## src/rtl/m_axis_tx_sched_pkg.sv

```systemverilog
// rtl/m_axis_tx_sched_pkg.sv - shared types and constants for the tx scheduler
package m_axis_tx_sched_pkg;

  typedef enum logic [1:0] {
    IDLE  = 2'd0,
    START = 2'd1,
    BUSY  = 2'd2,
    DONE  = 2'd3
  } sched_state_t;

  localparam int BUSY_GUARD_CYCLES = 2;

endpackage

```

## src/rtl/rr_arbiter.sv

```systemverilog
// rtl/rr_arbiter.sv - combinational round-robin arbiter
// Build option: TX_SCHED_FIXED_PRIO_EN selects fixed priority (lowest index wins).
module rr_arbiter #(
  parameter  int N  = 4,
  localparam int IW = $clog2(N)
) (
  input  logic [N-1:0]  req,
  input  logic [IW-1:0] ptr,
  output logic [N-1:0]  gnt,
  output logic [IW-1:0] gnt_id,
  output logic          any
);

  logic [IW-1:0] idx;

`ifdef TX_SCHED_FIXED_PRIO_EN
  logic unused_ptr;
  assign unused_ptr = ^ptr;
`endif

  always_comb begin
    gnt    = '0;
    gnt_id = '0;
    any    = 1'b0;
    idx    = '0;
    for (int i = 0; i < N; i++) begin
`ifdef TX_SCHED_FIXED_PRIO_EN
      idx = IW'(i);
`else
      idx = IW'((int'(ptr) + i) % N);
`endif
      if (!any && req[idx]) begin
        any      = 1'b1;
        gnt[idx] = 1'b1;
        gnt_id   = idx;
      end
    end
  end

endmodule

```

## src/rtl/m_axis_tx_sched.sv

```systemverilog
// rtl/m_axis_tx_sched.sv - shares one memory-to-AXIS engine between NUM_REQ requesters
// Build option: TX_SCHED_FIXED_PRIO_EN selects fixed-priority arbitration.
module m_axis_tx_sched
  import m_axis_tx_sched_pkg::*;
#(
  parameter  int NUM_REQ    = 4,
  parameter  int ADDR_WIDTH = 5,
  localparam int ID_WIDTH   = $clog2(NUM_REQ)
) (
  input  logic                          m_axis_aclk,
  input  logic                          m_axis_aresetn,
  input  logic [NUM_REQ-1:0]            req_valid,
  input  logic [NUM_REQ*ADDR_WIDTH-1:0] req_count,
  output logic [NUM_REQ-1:0]            req_ready,
  output logic [NUM_REQ-1:0]            req_done,
  output logic                          tx_start,
  output logic [ADDR_WIDTH-1:0]         tx_count,
  input  logic                          tx_done,
  output logic                          busy,
  output logic [ID_WIDTH-1:0]           grant_id
);

  localparam int GUARD_W = $clog2(BUSY_GUARD_CYCLES + 1);

  sched_state_t          state_q, state_d;
  logic [ID_WIDTH-1:0]   grant_id_q, grant_id_d;
  logic [ID_WIDTH-1:0]   rr_ptr_q, rr_ptr_d;
  logic [ADDR_WIDTH-1:0] tx_count_q, tx_count_d;
  logic [GUARD_W-1:0]    guard_q, guard_d;
  logic [NUM_REQ-1:0]    req_ready_q, req_ready_d;
  logic [NUM_REQ-1:0]    req_done_q, req_done_d;
  logic                  tx_start_q, tx_start_d;

  logic [NUM_REQ-1:0]    arb_gnt;
  logic [ID_WIDTH-1:0]   arb_id;
  logic                  arb_any;

  rr_arbiter #(.N(NUM_REQ)) u_arb (
    .req    (req_valid),
    .ptr    (rr_ptr_q),
    .gnt    (arb_gnt),
    .gnt_id (arb_id),
    .any    (arb_any)
  );

  always_comb begin
    state_d     = state_q;
    grant_id_d  = grant_id_q;
    rr_ptr_d    = rr_ptr_q;
    tx_count_d  = tx_count_q;
    guard_d     = guard_q;
    req_ready_d = '0;
    req_done_d  = '0;
    tx_start_d  = 1'b0;
    case (state_q)
      IDLE: begin
        if (arb_any) begin
          state_d     = START;
          grant_id_d  = arb_id;
          tx_count_d  = req_count[int'(arb_id)*ADDR_WIDTH +: ADDR_WIDTH];
          req_ready_d = arb_gnt;
          tx_start_d  = 1'b1;
        end
      end
      START: begin
        guard_d = '0;
        state_d = BUSY;
      end
      BUSY: begin
        // An idle engine may still present the previous tx_done level.
        if (guard_q < GUARD_W'(BUSY_GUARD_CYCLES)) begin
          guard_d = guard_q + 1'b1;
        end else if (tx_done) begin
          state_d    = DONE;
          req_done_d = NUM_REQ'(1) << grant_id_q;
        end
      end
      DONE: begin
        state_d = IDLE;
`ifdef TX_SCHED_FIXED_PRIO_EN
        rr_ptr_d = '0;
`else
        rr_ptr_d = (int'(grant_id_q) == NUM_REQ - 1) ? '0 : grant_id_q + 1'b1;
`endif
      end
      default: state_d = IDLE;
    endcase
  end

  always_ff @(posedge m_axis_aclk) begin
    if (!m_axis_aresetn) begin
      state_q     <= IDLE;
      grant_id_q  <= '0;
      rr_ptr_q    <= '0;
      tx_count_q  <= '0;
      guard_q     <= '0;
      req_ready_q <= '0;
      req_done_q  <= '0;
      tx_start_q  <= 1'b0;
    end else begin
      state_q     <= state_d;
      grant_id_q  <= grant_id_d;
      rr_ptr_q    <= rr_ptr_d;
      tx_count_q  <= tx_count_d;
      guard_q     <= guard_d;
      req_ready_q <= req_ready_d;
      req_done_q  <= req_done_d;
      tx_start_q  <= tx_start_d;
    end
  end

  assign req_ready = req_ready_q;
  assign req_done  = req_done_q;
  assign tx_start  = tx_start_q;
  assign tx_count  = tx_count_q;
  assign grant_id  = grant_id_q;
  assign busy      = (state_q != IDLE);

endmodule

```

## config.mk

```make
export PLATFORM = sky130hd
export DESIGN_NAME = m_axis_tx_sched
export DESIGN_NICKNAME = d
export VERILOG_FILES = /design/src/rtl/m_axis_tx_sched_pkg.sv /design/src/rtl/rr_arbiter.sv /design/src/rtl/m_axis_tx_sched.sv
export SDC_FILE = /design/constraint.sdc
export NUM_CORES = 1
export LEC_CHECK = 0
export ABC_AREA = 1
export CORE_MARGIN = 1.5
export CORE_UTILIZATION = 30
export CTS_CLUSTER_DIAMETER = 120
export DETAILED_ROUTE_END_ITERATION = 16
export PLACE_DENSITY = 0.52
export SLEW_MARGIN = 20
export SYNTH_ARGS = -nofsm -noshare
export SYNTH_HDL_FRONTEND = slang
export SYNTH_SLANG_ARGS = --single-unit
```

## constraint.sdc

```tcl
create_clock -name m_axis_aclk -period 2.84 [get_ports m_axis_aclk]
set_input_delay 0.71 -clock m_axis_aclk [delete_from_list [all_inputs] [get_ports m_axis_aclk]]
set_output_delay 0.71 -clock m_axis_aclk [all_outputs]
set_load 0.03 [all_outputs]
```

# Word-level counts from Yosys, hierarchy flattened
# Cells that the tools add are included.
# word_totals
regBits	22
output_inout_bits	17
word_cells	94
# op_classes
n_addsub	5
mul	1
n_lt_le_gt_ge	9
n_eq_ne	8
shift	2
n_mux	36
bitwise	6
reduce_logical	19
# op_table
operator	n
indexed part select 20 x 6 -> 5 bit	1
two-way mux 2 bit	9
two-way mux 4 bit	4
two-way mux 1 bit	13
< comparator 2 x 3 -> 1 bit, second input constant	4
OR 4 bit	3
binary-select mux 1 bit (select 2 bit)	4
demux 1 bit (select 2 bit)	4
>= comparator 2 x 1 -> 1 bit, second input constant	4
!= test 2 bit, second input constant	4
case mux 2 bit (4 select lines)	1
logical AND 1 bit	7
adder 2 x 1 -> 2 bit, second input constant	3
AND reduction 2 bit	3
AND reduction 3 bit	2
multiplier 2 x 3 -> 5 bit, second input constant	1
adder 2 bit, second input constant	2
== test 2 x 1 -> 1 bit, second input constant	2
== test 2 bit, second input constant	2
case mux 2 bit (2 select lines)	1
nonzero test 2 bit	2
OR reduction 4 bit	1
<< shifter 1 x 2 -> 4 bit, first input constant	1
logical NOT 1 bit	3
other kinds (3)	5

# Depth between registers and ports, before layout
# Gate-level depths: netlist (run 1).
# depth
word_depth	14
depth_mapped	15
mapped_depth_nobuf	14

# Modules after synthesis
# A second synthesis (run 1) with hierarchy kept.
# unflattened
cells_unflattened	207
area_unflattened_um2	1423.9
# modules_own_cells
mod	instances	cells_each	area_each_um2	seq_area_each_um2
m_axis_tx_sched	1	133	983.4	440.4
rr_arbiter	1	74	440.4	0.0

# Worst setup path before layout (run 1)
# Ideal clock, no wire load.
# synth_timing
path_type	register to register
from	register rr_ptr_q[1]
to	register tx_count_q[3] (netlist: tx_count[3])
arrival_time_ps	1850
t_required_ps	2726
slack_ps	877
stages_incl_launch_ff	15
n_path_buf	0
period_less_slack_ps	1963
cell_sequence	dfxtp_1 -> inv_1 -> ha_1 -> inv_1 -> nand3_2 -> nand2_4 -> nor2_4 -> nor2_2 -> nand2_4 -> nand2_4 -> clkinv_1 -> nand2_1 -> nand2_1 -> a21oi_1 -> nor2_1
# synth_between
elab_chain_len	14
word_cells_on_any_way	28
cone_classes	3 x add/sub; 1 x mul; 1 x shift; 16 x mux; 7 x reduce/logical
# synth_lines
element	line_no	source
from (decl)	m_axis_tx_sched.sv:27	logic [ID_WIDTH-1:0] rr_ptr_q, rr_ptr_d;
from (signal assigned)	m_axis_tx_sched.sv:103	rr_ptr_q <= rr_ptr_d;
parallel branches: the longest is 14 deep, another holds multiplier 2 x 3 -> 5 bit	n/a	
to (signal assigned)	m_axis_tx_sched.sv:104	tx_count_q <= tx_count_d;
to (decl)	m_axis_tx_sched.sv:28	logic [ADDR_WIDTH-1:0] tx_count_q, tx_count_d;
# Several ways; the timed one is not identified. The select of a mux whose other input is x is not followed.
# A chain may end at the register's enable or synchronous reset.

# Worst setup path in the final report (run 1)
# layout_timing
from	register state_q[0]
to	output busy
# layout_between
elab_chain_len	1
# layout_lines
element	line_no	source
from (decl)	m_axis_tx_sched.sv:25	sched_state_t state_q, state_d;
from (signal assigned)	m_axis_tx_sched.sv:101	state_q <= state_d;
nonzero test 2 bit	m_axis_tx_sched.sv:117	assign busy = (state_q != IDLE);
to (decl)	m_axis_tx_sched.sv:19	output logic busy,
# No other way between the ends.

==> results.txt, run 1 <==
The source of the worst hold timing path was guard_q[0]$_SDFFE_PN0P_. The quantity of I/O buffers inserted on ports came out at 43. Of the synthesized area, sequential elements account for 28.7%. Cells with a size suffix above 1 make up 12.1% of the layout. After layout, the worst setup slack is 0.413 ns. The clock period minus final worst setup slack came out at 2.43 ns. The most used flip-flop cell after synthesis is dfxtp_1. The die is 74.5 um wide. dfxtp_1 takes more of the synthesized area than any other cell. Number of enable-type register cells in the synthesized netlist: 0. Clock latency on the worst-skew pair, taken at its later pin, is 0.26 ns.

The first global-routing pass estimated 6220 um of wire. The tools report the leakage power as 1.01 nW. The Yosys step of the flow raised 0 warnings. The number of antenna diodes in the final layout is 0. The run gives 226 as the post-synthesis instance total.

The clock root buffer is clkbuf_8. Launching element of the worst setup path: state_q[0]$_SDFFE_PN0P_. The first detailed-routing pass ran for 4 iterations. Clock tree synthesis inserted a total of 3 buffers. The type of the worst min-delay path is reg2reg. The ratio of routed vias to standard cells was 4.32. The max-capacitance violation count is 0.

The initialized floorplan defines 25 standard-cell rows. After clock tree synthesis, the flow added hold-fix buffers numbering 0. Power spread over the standard cell area amounts to 841 nW/um^2.

The worst register-to-register path has a setup slack of 0.43 ns. In the post-synthesis netlist, the biggest area contributors are dfxtp_1 (29%), nand2_1 (14%), ha_1 (9.0%). Entering global routing, the biggest net connects 14 pins. For the number of violations reported at the end of detailed-routing iteration 0, the log shows 65. In this run the deepest clock path goes through 2 buffers. In this run the critical register-to-register path is captured at tx_count[3]$_SDFFE_PN0P_. Worst-path maximum fanout: 4. The hold path depth was 1. The run finished with clean final reports.

Across the VDD grid, the largest voltage drop is 0.334 mV. The number of nets in the synthesized netlist is 264. For the count of endpoints failing hold in the final timing report, the log shows 0.

By instance count, the leading cell after synthesis is nand2_1. The worst flop-to-flop path startpoint was rr_ptr_q[1]$_SDFFE_PN0N_. In the routed design, unresolved DRC markers number 0.

The total setup violations reported at the end of the flow is 0. The run gives 0.792 as the placer's final routability congestion estimate. Data on the critical path is required at its endpoint by 2.13 ns.

Setup repair after global routing left no endpoint under its margin. The measured slew at the worst slew-check pin works out to 0.352 ns. TritonCTS built the clock tree. The die covers 5550 sq um.

The logs give 0.00483 ns for the final worst clock skew and 14.2% for the total global-route track usage. The tools report the clock sink total as 22. The max-slew violation count came out at 0. The commonest cells after synthesis are nand2_1 (57), inv_1 (36), dfxtp_1 (22).

Measured against its own limit, the worst slew margin works out to 76.3%. Final core area utilization: 43.8%. Data on the critical path arrives at its endpoint at 1.72 ns. For the worst flop-to-flop path, the logic depth is 14.

For the worst-case setup slack after placement, the log shows 0.165 ns. The startpoint type of the worst setup path is a register. The worst hold path terminates at guard_q[0]$_SDFFE_PN0P_. Summed over all nets, the half-perimeter wirelength after detailed placement is 2960 um.

The initial core utilization is 31.8%, and the number of storage elements in the synthesis netlist is 22. The design draws 1.78 mW. The logs give 1421 for the via count of the first global-routing pass and 4820 sq um for the area of the core.

The mean area per synthesized cell came out at 6.79 sq um. The detail route stage leaves a number of antenna-violating nets equal to 0. Timing would allow up to 0.412 GHz.

The initial antenna violation count was 0. Fraction of registers with async set or reset after synthesis: 0%. The critical setup path kind was reg2out. The area growth from synthesis to layout is 37.7%. After detailed routing, the average wire length per cell comes to 11.0 um. In this run the count of I/O pins placed on the die edge is 44.

Summing every instance area after synthesis gives 1530 sq um. After clock tree synthesis, the repair step resized 0 gates. In this run the post-CTS setup repair buffer count came out at 0. For the total via count in the routed design, the log shows 1468. For the total grt overflow, the log shows 0. The sum of negative setup slack is 0 ns, and the net total in the final layout is 312. The die is 74.5 um tall. The critical path endpoint category is an output pin. The part of the cycle the worst path needs came out at 85.5%. Clock-pin slew was measured on the worst setup and hold paths at 0.09 ns. The final layout contains routed wiring with a total length of 3730 um.

The H-tree depth is 1, and the distinct cell type count after synthesis is 30. In this run the biggest area consumer among cell types represents 28.7% of the synthesized area.
[metal layers]
metal	GRT usage [%]	routed length, um	vias to the layer above
li1	-	-	806
met1	19.1	1950	625
met2	23.2	1550	35
met3	2.57	201	2
met4	4.24	32	0
met5	0	0	-
[sequential cells by signal, summed over array words and instances (netlist names)]
signal     count
tx_count       5
req_ready      4
grant_id       2
req_done       4
tx_start       1
guard_q        2
state_q        2
rr_ptr_q       2
[cell families after synthesis]
logic type,count (synthesis),share of synthesized area (%)
AND/OR/NAND/NOR,119,38.7
buffers and inverters,44,12.1
AO/OA/AOI/OAI,30,11.6
flip-flops,22,28.7
adder cells (fa/ha/maj),11,8.97
[power by group]
part           total [mW]  internal (mW)  switching, mW
logic                1.03          0.380          0.647
registers           0.450          0.393         0.0575
clock network       0.299          0.188          0.111
[through the flow]
stage	hold WS, ns	std cells	cell area (sq um)
after floorplan	0.436	226	1530
after global placement	0.464	336	2040
after detailed placement	0.469	336	2040
after CTS	0.485	340	2110
after global routing	0.508	340	2110
final	0.481	340	2110
[final cells by class]
cell class,count,area (sq um)
Sequential cell,22,440
Clock inverter,1,30.0
Tap cell,67,83.8
Clock buffer,3,41.3
Fill cell,534,2710
Timing Repair Buffer,45,445
Multi-Input combinational cell,160,908
Inverter,42,163
[worst max-delay path: stages (launching register included)]
cell and delay [ns]:
dfxtp_1 0.37, inv_1 0.10, ha_1 0.26, inv_1 0.07, clkdlybuf4s50_1 0.66
[layout by cell type (no fill, tap or decap), drive strengths merged]
cell type / count
nand2: 68
clkdlybuf4s50: 43
inv: 41
nand3: 25
dfxtp: 22
nor2: 21
a21oi: 12
ha: 11
o21ai: 10
clkbuf: 3
a22oi: 2
nand3b: 2
buf: 2
nand4: 2
nor4: 1
a21boi: 1
clkinv: 1
a211oi: 1
o31a: 1
a31oi: 1
o221ai: 1
o211a: 1
bufinv: 1
[worst max path at each step]
stage / end / slack [ns] / depth (start not counted)
after global placement: tx_count[3]$_SDFFE_PN0P_ / 0.15 / 14
after CTS: tx_count[3]$_SDFFE_PN0P_ / 0.38 / 14
after floorplan: tx_count[3]$_SDFFE_PN0P_ / 0.88 / 14
after global routing: tx_count[3]$_SDFFE_PN0P_ / 0.19 / 14
final: busy / 0.41 / 4
after detailed placement: tx_count[3]$_SDFFE_PN0P_ / 0.16 / 14
Power figures use the tool's default switching activity.
==> run 2: changes to the inputs <==
CAP_MARGIN = 20   (was default)
==> results of run 2 <==
The final DEF is identical to that of run 1; final timing and power are the same.
==> run 3: changes to the inputs <==
CAP_MARGIN = 0   (was 20)
PLACE_DENSITY = 0.67   (was 0.52)
clock period = 2.1 ns   (was 2.84 ns; I/O delays follow)
==> results.txt, run 3 (synthesized netlist as in run 1, its figures left out) <==
The max-slew violation count was 0 (unchanged). The internal power contribution was 1.47 mW (was 0.961 mW). Count of endpoints failing hold in the final timing report: 0 (unchanged).

The logs give 1.15 mW (was 0.815 mW) for the net switching power figure and 23.4% (was 23.2%) for the met2 track demand over resource. The clock-pin transition on the worst setup and hold timing paths came out at 0.09 ns (about the same). The ratio of routed vias to standard cells works out to 4.33 (was 4.32). The area of the die was 5550 sq um (unchanged); the total number of cells along the worst setup path was 14 (was 4). The critical setup path kind is in2reg (was reg2out). For the area of the core, the log shows 4820 sq um (unchanged). Total DRC errors in the routed layout: 0 (unchanged). The type of the worst min-delay path was reg2reg (unchanged). The number of hold buffers added after cts was 0 (unchanged); the total power of the final layout was 2.62 mW (was 1.78 mW). H-tree depth: 1 (unchanged). The overall die height was 74.5 um (unchanged); the number of buffers created by CTS was 3 (unchanged). The deepest clock path buffer count came out at 2 (unchanged). The flip-flop count of the largest register after layout was 5 (unchanged).

The final HPWL from detailed placement was 3040 um (was 2960 um). Clock period minus final worst setup slack: 1.99 ns. The leakage power is 1.13 nW (was 1.01 nW).

The global-route wire length before repair is 5950 um (was 6220 um). The tools report the total detailed-routing wirelength as 3700 um (was 3730 um). The tools report the non-filler instance count after layout as 364 (was 340). The max-capacitance violation count was 0 (unchanged).

The run gives 1577 (was 1468) as the total via count in the routed design. The worst-case setup margin in the final layout is 0.107 ns (was 0.413 ns). For the met3 usage in global routing, the log shows 3.25% (was 2.57%). The tools report the total global-route track usage as 13.8% (was 14.2%). The quantity of I/O buffers inserted on ports came out at 43 (unchanged). The critical path endpoint category is a register (was an output pin).

The logs give 2220 sq um (was 2040 sq um) for the post-place instance area and 0.502 GHz for the highest clock rate. Largest stage delay on the critical path: 0.41 ns (was 0.66 ns). Most frequent cells in the layout: nand2_1 (56), clkdlybuf4s50_1 (42), inv_1 (35), buf_4 (26), dfxtp_1 (22) (was nand2_1 (57), clkdlybuf4s50_1 (43), inv_1 (36), dfxtp_1 (22), nand3_1 (21)).

Peak supply drop: 0.498 mV (was 0.334 mV). The leading cell type in the layout, fill and taps excluded is nand2_1 (unchanged). The tools report the clock root buffer as clkbuf_8 (unchanged).

The number of nets still failing antenna checks after routing was 0 (unchanged). The critical path buffer and inverter count was 3 (unchanged); the switching power share of the total was 44.0% (was 45.9%). The logs give 0.869 (was 0.792) for the placer's final routability congestion estimate and 25 (unchanged) for the number of cell rows.

The total grt overflow was 0 (unchanged); the final antenna diode count was 0 (unchanged). The tools report the final worst clock skew as 0.00223 ns (was 0.00483 ns). The initial core utilization is 31.8% (unchanged), and the arrival time reported for the critical path endpoint is 2.16 ns (was 1.72 ns). The initial antenna violation count is 0 (unchanged), and the number of violations reported at the end of detailed-routing iteration 0 is 62 (was 65).

The tools report the startpoint type of the worst setup path as an input pin (was a register). Hold path depth: 1 (unchanged). The worst-path maximum fanout works out to 6 (was 4). TritonCTS built the clock tree. Latest clock arrival within the worst-skew pair: 0.26 ns (about the same). The maximum number of pins on one net before global-route repair was 14 (unchanged); the depth of the worst register-to-register path was 14 (unchanged). The cell type of the slowest stage on the worst timing path was clkdlybuf4s50_1 (unchanged).

The width of the chip came out at 74.5 um (unchanged). For the number of placed instances with taps included, the log shows 360 (was 336). The part of the cycle the worst path needs was 94.9%. Proportion of power drawn by flip-flops and latches: 22.5% (was 25.3%). The kind of cell with the highest combined delay on the critical path is simple AND/OR/NAND/NOR gates (was buffers and inverters).

The worst-case setup slack after placement is -0.247 ns (was 0.165 ns). Met1 track demand over resource in global routing: 17.5% (was 19.1%). The most congested layer reported by global routing is met2 (unchanged). For the net total in the final layout, the log shows 336 (was 312). The total power density per cell area is 1130 nW/um^2 (was 841 nW/um^2).

The via count of the first global-routing pass was 1387 (was 1421). Crit path cell chain: clkdlybuf4s50_1, buf_4, nand2_1, nand3_2, nand2_4, nor2_4, nor2_2, nand2_4, nand2_4, clkinv_1, nand2_1, nand2_1, a21oi_1, nor2_1 (was inv_1, ha_1, inv_1, clkdlybuf4s50_1). The total setup violations reported at the end of the flow came out at 0 (unchanged). The measured slew at the worst slew-check pin was 0.333 ns (was 0.352 ns). The layout overhead on the synthesized area was 50.7% (was 37.7%). The layout cell share with drive strength beyond 1 is 19.9% (was 12.1%).

The run finished with clean final reports. Setup repair after global routing could not meet its margin everywhere. The detail-routed net length per standard cell is 10.2 um (was 11.0 um), and the count of buffers added by post-CTS timing repair for setup is 0 (unchanged). The run gives 44 (unchanged) as the count of pins on the block boundary. The area of all placed cells without fillers came out at 2310 sq um (was 2110 sq um). The run gives 2.27 ns (was 2.13 ns) as the data required time at the worst endpoint.

For the proportion of power drawn by the clock network, the log shows 15.4% (was 16.8%). The detailed-router iteration count before antenna repair is 4 (unchanged), and the clock sink total is 22 (unchanged). The remaining max-slew budget at the tightest pin is 77.6% (was 76.3%), and the relative contribution of combinational cells to total power is 62.1% (was 57.8%).
## run 3: area by class of cell
| class | count | area, sq um |
|---|---|---|
| clock inverter | 1 | 30.0 |
| sequential | 22 | 440 |
| multi-input combinational | 160 | 926 |
| inverter | 42 | 165 |
| fill | 502 | 2500 |
| timing repair buffer | 69 | 626 |
| clock buffer | 3 | 41.3 |
| tap | 67 | 83.8 |
## run 3: per-stage QoR
step	TNS [ns]	util, %	hold slack [ns]
after floorplan	0	-	0.436
after global placement	-1.55	46.1	0.451
after detailed placement	-1.74	46.1	0.465
after CTS	0	47.6	0.481
after global routing	-0.0321	48.0	0.504
final	0	48.0	0.477
## run 3: what timing repair did
| item | CTS | global route |
|---|---|---|
| pin swaps | 0 | 1 |
| gates resized for setup | 1 | 7 |
| setup endpoints to repair | 1 | 6 |
## run 3: power groups by stage
stage | combinational [mW] | clock [mW] | sequential (mW)
after floorplan | 0.849 | 0 | 0.770
after CTS | 1.60 | 0.416 | 0.589
after global placement | 1.59 | 0 | 0.597
final | 1.63 | 0.404 | 0.588
after global routing | 1.81 | 0.433 | 0.602
after detailed placement | 1.61 | 0 | 0.599
## run 3: metal layers
metal / wire length (um) / share of wire [%] / vias to the layer above
met5: 0 / 0 / -
met4: 22 / 0.59 / 0
met3: 213 / 5.8 / 2
met2: 1680 / 45 / 30
met1: 1780 / 48 / 684
li1: - / - / 861
## run 3: worst register-to-register path, cell delays in order, from the launching register on
cell	delay (ns)
dfxtp_1	0.35
inv_2	0.05
ha_1	0.33
inv_1	0.12
nand3_2	0.10
nand2_4	0.13
nor2_4	0.06
nor2_2	0.12
nand2_4	0.07
nand2_4	0.07
clkinv_1	0.14
nand2_1	0.09
nand2_1	0.05
a21oi_1	0.13
nor2_1	0.06
## run 3: worst paths after layout
check | start | end | slack, ns
max | req_valid[3] | tx_count[3]$_SDFFE_PN0P_ | 0.11
min | guard_q[0]$_SDFFE_PN0P_ | guard_q[0]$_SDFFE_PN0P_ | 0.48
max reg2reg | rr_ptr_q[0]$_SDFFE_PN0N_ | tx_count[3]$_SDFFE_PN0P_ | 0.15
min reg2reg | guard_q[0]$_SDFFE_PN0P_ | guard_q[0]$_SDFFE_PN0P_ | 0.48
